<file path="config.mk">
export PLATFORM = sky130hd
export DESIGN_NAME = mul_seq_ctrl
export DESIGN_NICKNAME = d
export VERILOG_FILES = /design/src/rtl/mul_seq_ctrl.sv
export SDC_FILE = /design/constraint.sdc
export NUM_CORES = 1
export LEC_CHECK = 0
export BUFFER_PORTS_ARGS = -buffer_cell sky130_fd_sc_hd__buf_2
export CORE_UTILIZATION = 25
export DETAILED_ROUTE_END_ITERATION = 12
export PLACE_DENSITY = 0.5
export SYNTH_ARGS = -nofsm -noshare
export SYNTH_HDL_FRONTEND = slang
export SYNTH_SLANG_ARGS = --single-unit
</file>
<file path="constraint.sdc">
create_clock -name clk -period 2.5 [get_ports clk]
set_input_delay 0.5 -clock clk [delete_from_list [all_inputs] [get_ports clk]]
set_output_delay 0.5 -clock clk [all_outputs]
set_load 0.02 [all_outputs]
</file>
<file path="src/rtl/mul_seq_ctrl.sv">
// mul_seq_ctrl: shared two-requester 4x4 unsigned multiplier that handles the
// multiplier operand as two radix-4 digits, one per cycle, and returns the
// product, the circular 4-bit result and Z/N/C/V on a tagged valid/ready port.
module mul_seq_ctrl #(
    parameter bit EARLY_EXIT = 1'b1
) (
    input  logic       clk,
    input  logic       rst,
    input  logic       req0_valid,
    output logic       req0_ready,
    input  logic [3:0] req0_a,
    input  logic [3:0] req0_b,
    input  logic       req1_valid,
    output logic       req1_ready,
    input  logic [3:0] req1_a,
    input  logic [3:0] req1_b,
    output logic       res_valid,
    input  logic       res_ready,
    output logic       res_id,
    output logic [7:0] res_p,
    output logic [3:0] res_y,
    output logic       res_z,
    output logic       res_n,
    output logic       res_c,
    output logic       res_v,
    output logic       busy
);

    localparam int unsigned OP_W = 4;
    localparam int unsigned PP_W = 6;
    localparam int unsigned P_W  = 8;

    typedef enum logic [1:0] {
        S_IDLE  = 2'd0,
        S_STEP0 = 2'd1,
        S_STEP1 = 2'd2,
        S_DONE  = 2'd3
    } state_t;

    state_t            r_state;
    logic [OP_W-1:0]   r_a;
    logic [OP_W-1:0]   r_b;
    logic              r_id;
    logic              r_last_grant;
    logic [P_W-1:0]    r_acc;

    logic              r_res_valid;
    logic              r_res_id;
    logic [P_W-1:0]    r_res_p;
    logic              r_res_z;
    logic              r_res_n;
    logic              r_res_c;
    logic              r_res_v;

    logic              w_grant0;
    logic              w_grant1;
    logic [PP_W-1:0]   w_pp0;
    logic [PP_W-1:0]   w_pp1;
    logic [P_W-1:0]    w_sum1;
    logic              w_early;
    logic [P_W-1:0]    w_fin_p;
    logic [OP_W-1:0]   w_fin_y;

    // One radix-4 digit times the multiplicand, built from b, b<<1 and b+(b<<1)
    function automatic logic [PP_W-1:0] digit_mul(input logic [1:0] d, input logic [OP_W-1:0] b);
        logic [PP_W-1:0] b1;
        logic [PP_W-1:0] b2;
        b1 = {2'b00, b};
        b2 = {1'b0, b, 1'b0};
        case (d)
            2'd0:    digit_mul = '0;
            2'd1:    digit_mul = b1;
            2'd2:    digit_mul = b2;
            default: digit_mul = b1 + b2;
        endcase
    endfunction

    // Round-robin grant: a lone requester wins, a tie goes to the one not served last
    assign w_grant0 = req0_valid & (~req1_valid | r_last_grant);
    assign w_grant1 = req1_valid & (~req0_valid | ~r_last_grant);

    assign req0_ready = (r_state == S_IDLE) & w_grant0;
    assign req1_ready = (r_state == S_IDLE) & w_grant1;

    // Digit datapath and the value that lands in the result registers
    assign w_pp0   = digit_mul(r_a[1:0], r_b);
    assign w_pp1   = digit_mul(r_a[3:2], r_b);
    assign w_sum1  = r_acc + {w_pp1, 2'b00};
    assign w_early = EARLY_EXIT && (r_a[3:2] == 2'b00);
    assign w_fin_p = (r_state == S_STEP1) ? w_sum1 : P_W'({2'b00, w_pp0});
    assign w_fin_y = w_fin_p[OP_W-1:0];

    // Sequencer: accept, two digit steps (second one optional), hold result until taken
    always_ff @(posedge clk) begin
        if (rst) begin
            r_state      <= S_IDLE;
            r_a          <= '0;
            r_b          <= '0;
            r_id         <= 1'b0;
            r_last_grant <= 1'b1;
            r_acc        <= '0;
            r_res_valid  <= 1'b0;
            r_res_id     <= 1'b0;
            r_res_p      <= '0;
            r_res_z      <= 1'b0;
            r_res_n      <= 1'b0;
            r_res_c      <= 1'b0;
            r_res_v      <= 1'b0;
        end else begin
            case (r_state)
                S_IDLE: begin
                    if (w_grant0 || w_grant1) begin
                        r_a          <= w_grant0 ? req0_a : req1_a;
                        r_b          <= w_grant0 ? req0_b : req1_b;
                        r_id         <= w_grant1;
                        r_last_grant <= w_grant1;
                        r_acc        <= '0;
                        r_state      <= S_STEP0;
                    end
                end
                S_STEP0, S_STEP1: begin
                    r_acc <= w_fin_p;
                    if (r_state == S_STEP0 && !w_early) begin
                        r_state <= S_STEP1;
                    end else begin
                        r_state     <= S_DONE;
                        r_res_valid <= 1'b1;
                        r_res_id    <= r_id;
                        r_res_p     <= w_fin_p;
                        r_res_z     <= (w_fin_y == '0);
                        r_res_n     <= w_fin_y[OP_W-1];
                        r_res_c     <= |w_fin_p[P_W-1:OP_W];
                        r_res_v     <= (r_a != '0) && (r_b[OP_W-1] != w_fin_y[OP_W-1]);
                    end
                end
                S_DONE: begin
                    if (res_ready) begin
                        r_res_valid <= 1'b0;
                        r_state     <= S_IDLE;
                    end
                end
                default: r_state <= S_IDLE;
            endcase
        end
    end

    assign res_valid = r_res_valid;
    assign res_id    = r_res_id;
    assign res_p     = r_res_p;
    assign res_y     = r_res_p[OP_W-1:0];
    assign res_z     = r_res_z;
    assign res_n     = r_res_n;
    assign res_c     = r_res_c;
    assign res_v     = r_res_v;
    assign busy      = (r_state != S_IDLE);

endmodule

</file>
---- Word-level counts from Yosys, hierarchy flattened ----
Cells that the tools add are included.
operators by class
  add/subtract/negate cells ............... 2
  equal/unequal tests ..................... 11
  muxes and demuxes ....................... 14
  bitwise logic cells ..................... 10
  reduce and logical (&&, ||, !) cells .... 19
operators by type and width
  operator            number
  $pmux 6 s3          2
  $mux 8              2
  $pmux 8 s2          1
  $add 8x8->8         1
  $eq 2x2->1 const B  4
  $mux 4              2
  $reduce_and 2->1    4
  $add 4x5->6         1
  $eq 2x1->1 const B  3
  $logic_not 2->1     3
  $pmux 2 s3          1
  $reduce_bool 2->1   3
  $and 1x1->1         4
  $logic_not 4->1     1
  $mux 2              2
  $ne 2x2->1 const B  2
  $not 1->1           4
  $reduce_bool 4->1   1
  $reduce_or 4->1     1
  $mux 1              3
  $reduce_and 3->1    1
  $logic_and 1x1->1   2
  $ne 2x1->1 const B  1
  $or 1x1->1          2
  other kinds (5)     5
storage, ports and cells
  bits in registers ....................... 34
  bits of input ports ..................... 21
  word-level logic and storage cells ...... 69

---- Depth between registers and ports, before layout ----
  depth in word-level cells ............... 6
  gate-level depth with buffers ........... 12
  mapped depth without buffers ............ 12

---- Worst setup path before layout ----
OpenSTA, ideal clock, no wires.
  kind .................................... register -> register
  from .................................... register r_b[1]
  to ...................................... register r_res_c (netlist: res_c)
  setup time .............................. 0.074 ns
  arrival ................................. 2.691 ns
  required time ........................... 2.426 ns
  setup slack ............................. -0.265 ns
  stages on the path, launching flop included .. 13
  buffers on the path ..................... 0
  clock period less this slack ............ 2.765 ns
  path through ............................ dfxtp_1 ha_1 inv_1 fa_1 xnor2_1 a21oi_1 a22o_1 ha_1 o21ai_0 o21bai_1 a21oi_1 or3_1 a31oi_1
on the way
  cells in the longest elaborated chain, start to end .. 5
  elaborated cells on any way between the ends .. 6
  classes of those cells .................. add/sub: 2; mux: 3; reduce/logical: 1
ends and longest elaborated chain
  what                      line  RTL
  start: declaration        42    logic [OP_W-1:0] r_b;
  start signal: assignment  114   r_b <= w_grant0 ? req0_b : req1_b;
  $add 4x5->6               74    default: digit_mul = b1 + b2;
  $pmux 6 s3                70    case (d)
  $add 8x8->8               88    assign w_sum1 = r_acc + {w_pp1, 2'b00};
  $mux 8 (*)                90    assign w_fin_p = (r_state == S_STEP1) ? w_sum1 : P_W'({2'b00, w_pp0});
  $reduce_or 4->1 (*)       132   r_res_c <= |w_fin_p[P_W-1:OP_W];
  end signal: assignment    132
  end: declaration          52    logic r_res_c;
Mark *: on every way between the ends. The rest lies on a longest branch, timed or not.
A chain may end at the register's enable or synchronous reset.

---- Final worst setup path ----
Same ends and word-level chain as after synthesis.

==> qor.json <==
{
  "yosys-mux-area-fraction": {"value": 6.786, "unit": "%"},
  "netlist_area": {"value": 0.002102, "unit": "mm2"},
  "share_of_synthesized_registers_carrying_an_async_set_or_reset": {"value": 0, "unit": "%"},
  "synth_fp_nets": {"value": 291},
  "final-setup-viol-count": {"value": 2},
  "largest_family_of_logic_cells_by_synthesized_area": {"value": "compound AO/OA/AOI/OAI gates"},
  "stdcell_area": {"value": 0.002740, "unit": "mm2"},
  "grt_use_total": {"value": 12.60, "unit": "%"},
  "antennaDiodeCount": {"value": 0},
  "synth-main-ff-cell": {"value": "dfxtp_1"},
  "result_of_the_run": {"value": "finished, violations left"},
  "worstPathRequired": {"value": 2710, "unit": "ps"},
  "post_dr_wirelength_cell": {"value": 12.87, "unit": "um"},
  "cts_root_buffer": {"value": "clkbuf_8"},
  "ys_seq_area_share": {"value": 31.43, "unit": "%"},
  "setup_repair_after_global_routing_missed_its_margin": {"value": "true"},
  "synth_cells": {"value": 255},
  "cts-root-to-sink-buffers": {"value": 2},
  "switching_power": {"value": 1.413, "unit": "mW"},
  "synth_edf_count": {"value": 0},
  "grt_max_degree": {"value": 31},
  "die-area": {"value": 0.008779, "unit": "mm2"},
  "power_density_over_the_cells": {"value": 1148, "unit": "mW/mm2"},
  "cell_with_the_largest_stage_delay_on_the_worst_path": {"value": "fa_2"},
  "gpl.final_weighted_congestion": {"value": 0.8195},
  "critical_path.max_fanout": {"value": 4},
  "std_cell_rows": {"value": 33},
  "post_synth_most_frequent_cells": {"value": "dfxtp_1 (33), nor2_1 (31), nand2_1 (22)"},
  "vdd_drop_max": {"value": 0.0005333, "unit": "V"},
  "post-synth-top-area-cell": {"value": "dfxtp_1"},
  "floorplan_core_area": {"value": 0.008175, "unit": "mm2"},
  "yosysMostFrequentCell": {"value": "dfxtp_1"},
  "io_buffers": {"value": 41},
  "power.clock.fraction": {"value": 15.5, "unit": "%"},
  "number_of_antenna_violations_at_the_first_check_in_global_routing": {"value": 0},
  "yosys_warnings": {"value": 0},
  "cts.sinks": {"value": 33},
  "critPathKind": {"value": "reg -> reg"},
  "drv_cap": {"value": 0},
  "post_synth.cell_area_avg": {"value": 8.243, "unit": "um2"},
  "place_worst_setup_slack": {"value": -117.8, "unit": "ps"},
  "p_comb_share": {"value": 58.0, "unit": "%"},
  "synth-adder-area-share": {"value": 9.643, "unit": "%"},
  "die_w": {"value": 93.70, "unit": "um"},
  "netlist.area_leader.share": {"value": 31.43, "unit": "%"},
  "arrival": {"value": 2790, "unit": "ps"},
  "holdBufCountCts": {"value": 0},
  "worst_setup_hold_path_clk_slew": {"value": 70, "unit": "ps"},
  "setup_ws": {"value": -73.80, "unit": "ps"},
  "synth.top_cells.by_area": {"value": "dfxtp_1 (31%), ha_1 (7.7%), mux2i_1 (5.7%)"},
  "cts_made_buffers": {"value": 5},
  "worst-slew-pin-transition": {"value": 809.2, "unit": "ps"},
  "seqPwrFrac": {"value": 26.5, "unit": "%"},
  "cts.htree.levels": {"value": 2},
  "io_pins": {"value": 42},
  "placedCellCount": {"value": 403},
  "vias_in_the_first_global_route": {"value": 1845},
  "starting_utilization_of_the_core_area": {"value": 25.71, "unit": "%"},
  "hold_path.class": {"value": "reg -> reg"},
  "dp_hpwl": {"value": 4.023, "unit": "mm"},
  "layout-area-overhead-vs-synth": {"value": 30.36, "unit": "%"},
  "drt_first_iter_violations": {"value": 74},
  "firstDrtPassIters": {"value": 4},
  "critPathBufInv": {"value": 2},
  "drt_drc_violations_left": {"value": 0},
  "clk_latency": {"value": 280, "unit": "ps"},
  "power.switching_fraction": {"value": 44.90, "unit": "%"},
  "fraction_of_the_mapped_netlist_area_in_compound_gates": {"value": 21.96, "unit": "%"},
  "drv_slew": {"value": 0},
  "synth_seq_cells": {"value": 33},
  "drt-vias-per-instance": {"value": 4.807},
  "finalCritPeriodShare": {"value": 103.0, "unit": "%"},
  "worst_slew_margin_rel": {"value": 45.69, "unit": "%"},
  "design.final.nets": {"value": 344},
  "cellLeakagePower": {"value": 1.203, "unit": "nW"},
  "achievable-frequency": {"value": 388.5, "unit": "MHz"},
  "fillCellCount": {"value": 866},
  "fin_worst_skew": {"value": 5.377, "unit": "ps"},
  "overflow": {"value": 0},
  "grt_pass1_wl": {"value": 8.735, "unit": "mm"},
  "die_h": {"value": 93.70, "unit": "um"},
  "vias": {"value": 1990},
  "postRouteWirelength": {"value": 5.329, "unit": "mm"},
  "final_cells": {"value": 414},
  "worstPathCellList": {"value": "buf_6 > inv_4 > fa_2 > xnor2_2 > a21oi_1 > a22o_1 > ha_4 > o21ai_2 > o21bai_1 > a21oi_2 > or3_1 > a31oi_1"},
  "tritoncts_clock_tree": {"value": "built"},
  "report.final.hold_viol_count": {"value": 0},
  "post_dp_cell_area": {"value": 0.002554, "unit": "mm2"},
  "synth-xor-area-share": {"value": 2.083, "unit": "%"},
  "final_antenna_net_count": {"value": 0},
  "final_critical_delay_including_setup_and_external_delays": {"value": 2574, "unit": "ps"},
  "synth.distinct_cells": {"value": 53},
  "cp_slowest_stage_delay": {"value": 410, "unit": "ps"},
  "power_report.internal_total": {"value": 1.734, "unit": "mW"},
  "cp-start-kind": {"value": "flop"},
  "layout-drive-gt1-share": {"value": 33.01, "unit": "%"},
  "worst_path_dominant_cell_family": {"value": "compound AO/OA/AOI/OAI gates"},
  "post_synth_and_or_nand_nor_area_fraction": {"value": 20.42, "unit": "%"},
  "failed_checks": {"value": "setup timing"},
  "worst_setup_path_end_kind": {"value": "flop"}
}
## power groups by stage
| stage | registers (mW) | logic, mW | clock network, mW |
|---|---|---|---|
| after floorplan | 0.875 | 1.18 | 0 |
| after global placement | 0.840 | 1.73 | 0 |
| after detailed placement | 0.844 | 1.74 | 0 |
| after CTS | 0.833 | 1.79 | 0.505 |
| after global routing | 0.854 | 2.03 | 0.528 |
| final | 0.834 | 1.83 | 0.488 |
## final timing paths
kind | slack [ps] | to | start | depth (start not counted)
hold reg to reg | 460 | res_id | res_id | 2
setup / recovery | -70 | res_c | r_b[1] | 12
setup reg to reg | -70 | res_c | r_b[1] | 12
hold / removal | 460 | res_id | res_id | 2
## routing by layer
metal  GRT usage, %  routed length (um)  up-vias
li1               -                   -     1013
met3          2.508                 156        8
met5              0                   0        -
met2          21.17                2582       36
met1          16.26                2532      933
met4          3.590                  58        0
## state kept, by name (all words and copies together) (netlist names)
name / flops
res_valid: 1
r_last_grant: 1
r_acc: 8
res_p: 8
res_c: 1
r_state: 2
res_id: 1
r_b: 4
res_z: 1
r_id: 1
res_v: 1
r_a: 4
## worst register-to-register path, stage by stage, from the launching register on
cell and delay, ps:
dfxtp_4 370, buf_6 110, inv_4 30, fa_2 410
xnor2_2 160, a21oi_1 80, a22o_1 250, ha_4 300
o21ai_2 60, o21bai_1 150, a21oi_2 90, or3_1 350
a31oi_1 160
## through the flow
step | hold slack, ps | util (%) | power [mW] | TNS [ps]
final | 457.9 | 33.52 | 3.147 | -74.78
after global routing | 491.9 | 33.52 | 3.408 | -1116
after CTS | 463.2 | 33.10 | 3.128 | -85.72
after detailed placement | 451.3 | 31.24 | 2.583 | -494.3
after global placement | 450.6 | 31.24 | 2.570 | -239.3
after floorplan | 436.7 | - | 2.055 | -49.26
## logic make-up (layout without fill, tap and decap cells)
group                      after synthesis  after routing
AOI/OAI and AO/OA                       65             65
muxes                                   14             14
buffers and inverters                   34             88
xor gates and xnor gates                 5              5
and+or+nand+nor                         89             89
DFF                                     33             33
adders and majority gates               15             15
## cell usage in the layout (no fill, tap or decap), drive strengths merged, types with 3 or more instances in the layout
cell type  netlist  final
buf             13     65
dfxtp           33     33
nor2            31     31
nand2           22     22
inv             15     15
ha              13     13
mux2i           12     12
a211oi          12     12
a21oi           11     11
o21ai           10     10
clkbuf           6      8
o211ai           6      6
a22oi            6      6
nand3            5      5
nor2b            5      5
xnor2            5      5
nor3             5      5
or3              4      4
and2             3      3
and3             3      3
a31oi            3      3
## what timing repair did
action,in CTS,in global routing
setup endpoints to repair,8,9
gates resized for setup,5,10
buffers inserted,3,0
pin swaps,10,8
## area by class of cell
type | instances | area, um2 | area share [%]
tap | 105 | 131.4 | 4.795
inverter | 15 | 58.81 | 2.146
timing repair buffer | 65 | 389.1 | 14.20
multi-input combinational | 188 | 1380 | 50.37
sequential | 33 | 669.4 | 24.43
clock buffer | 8 | 111.4 | 4.064
Power figures use the tool's default switching activity.
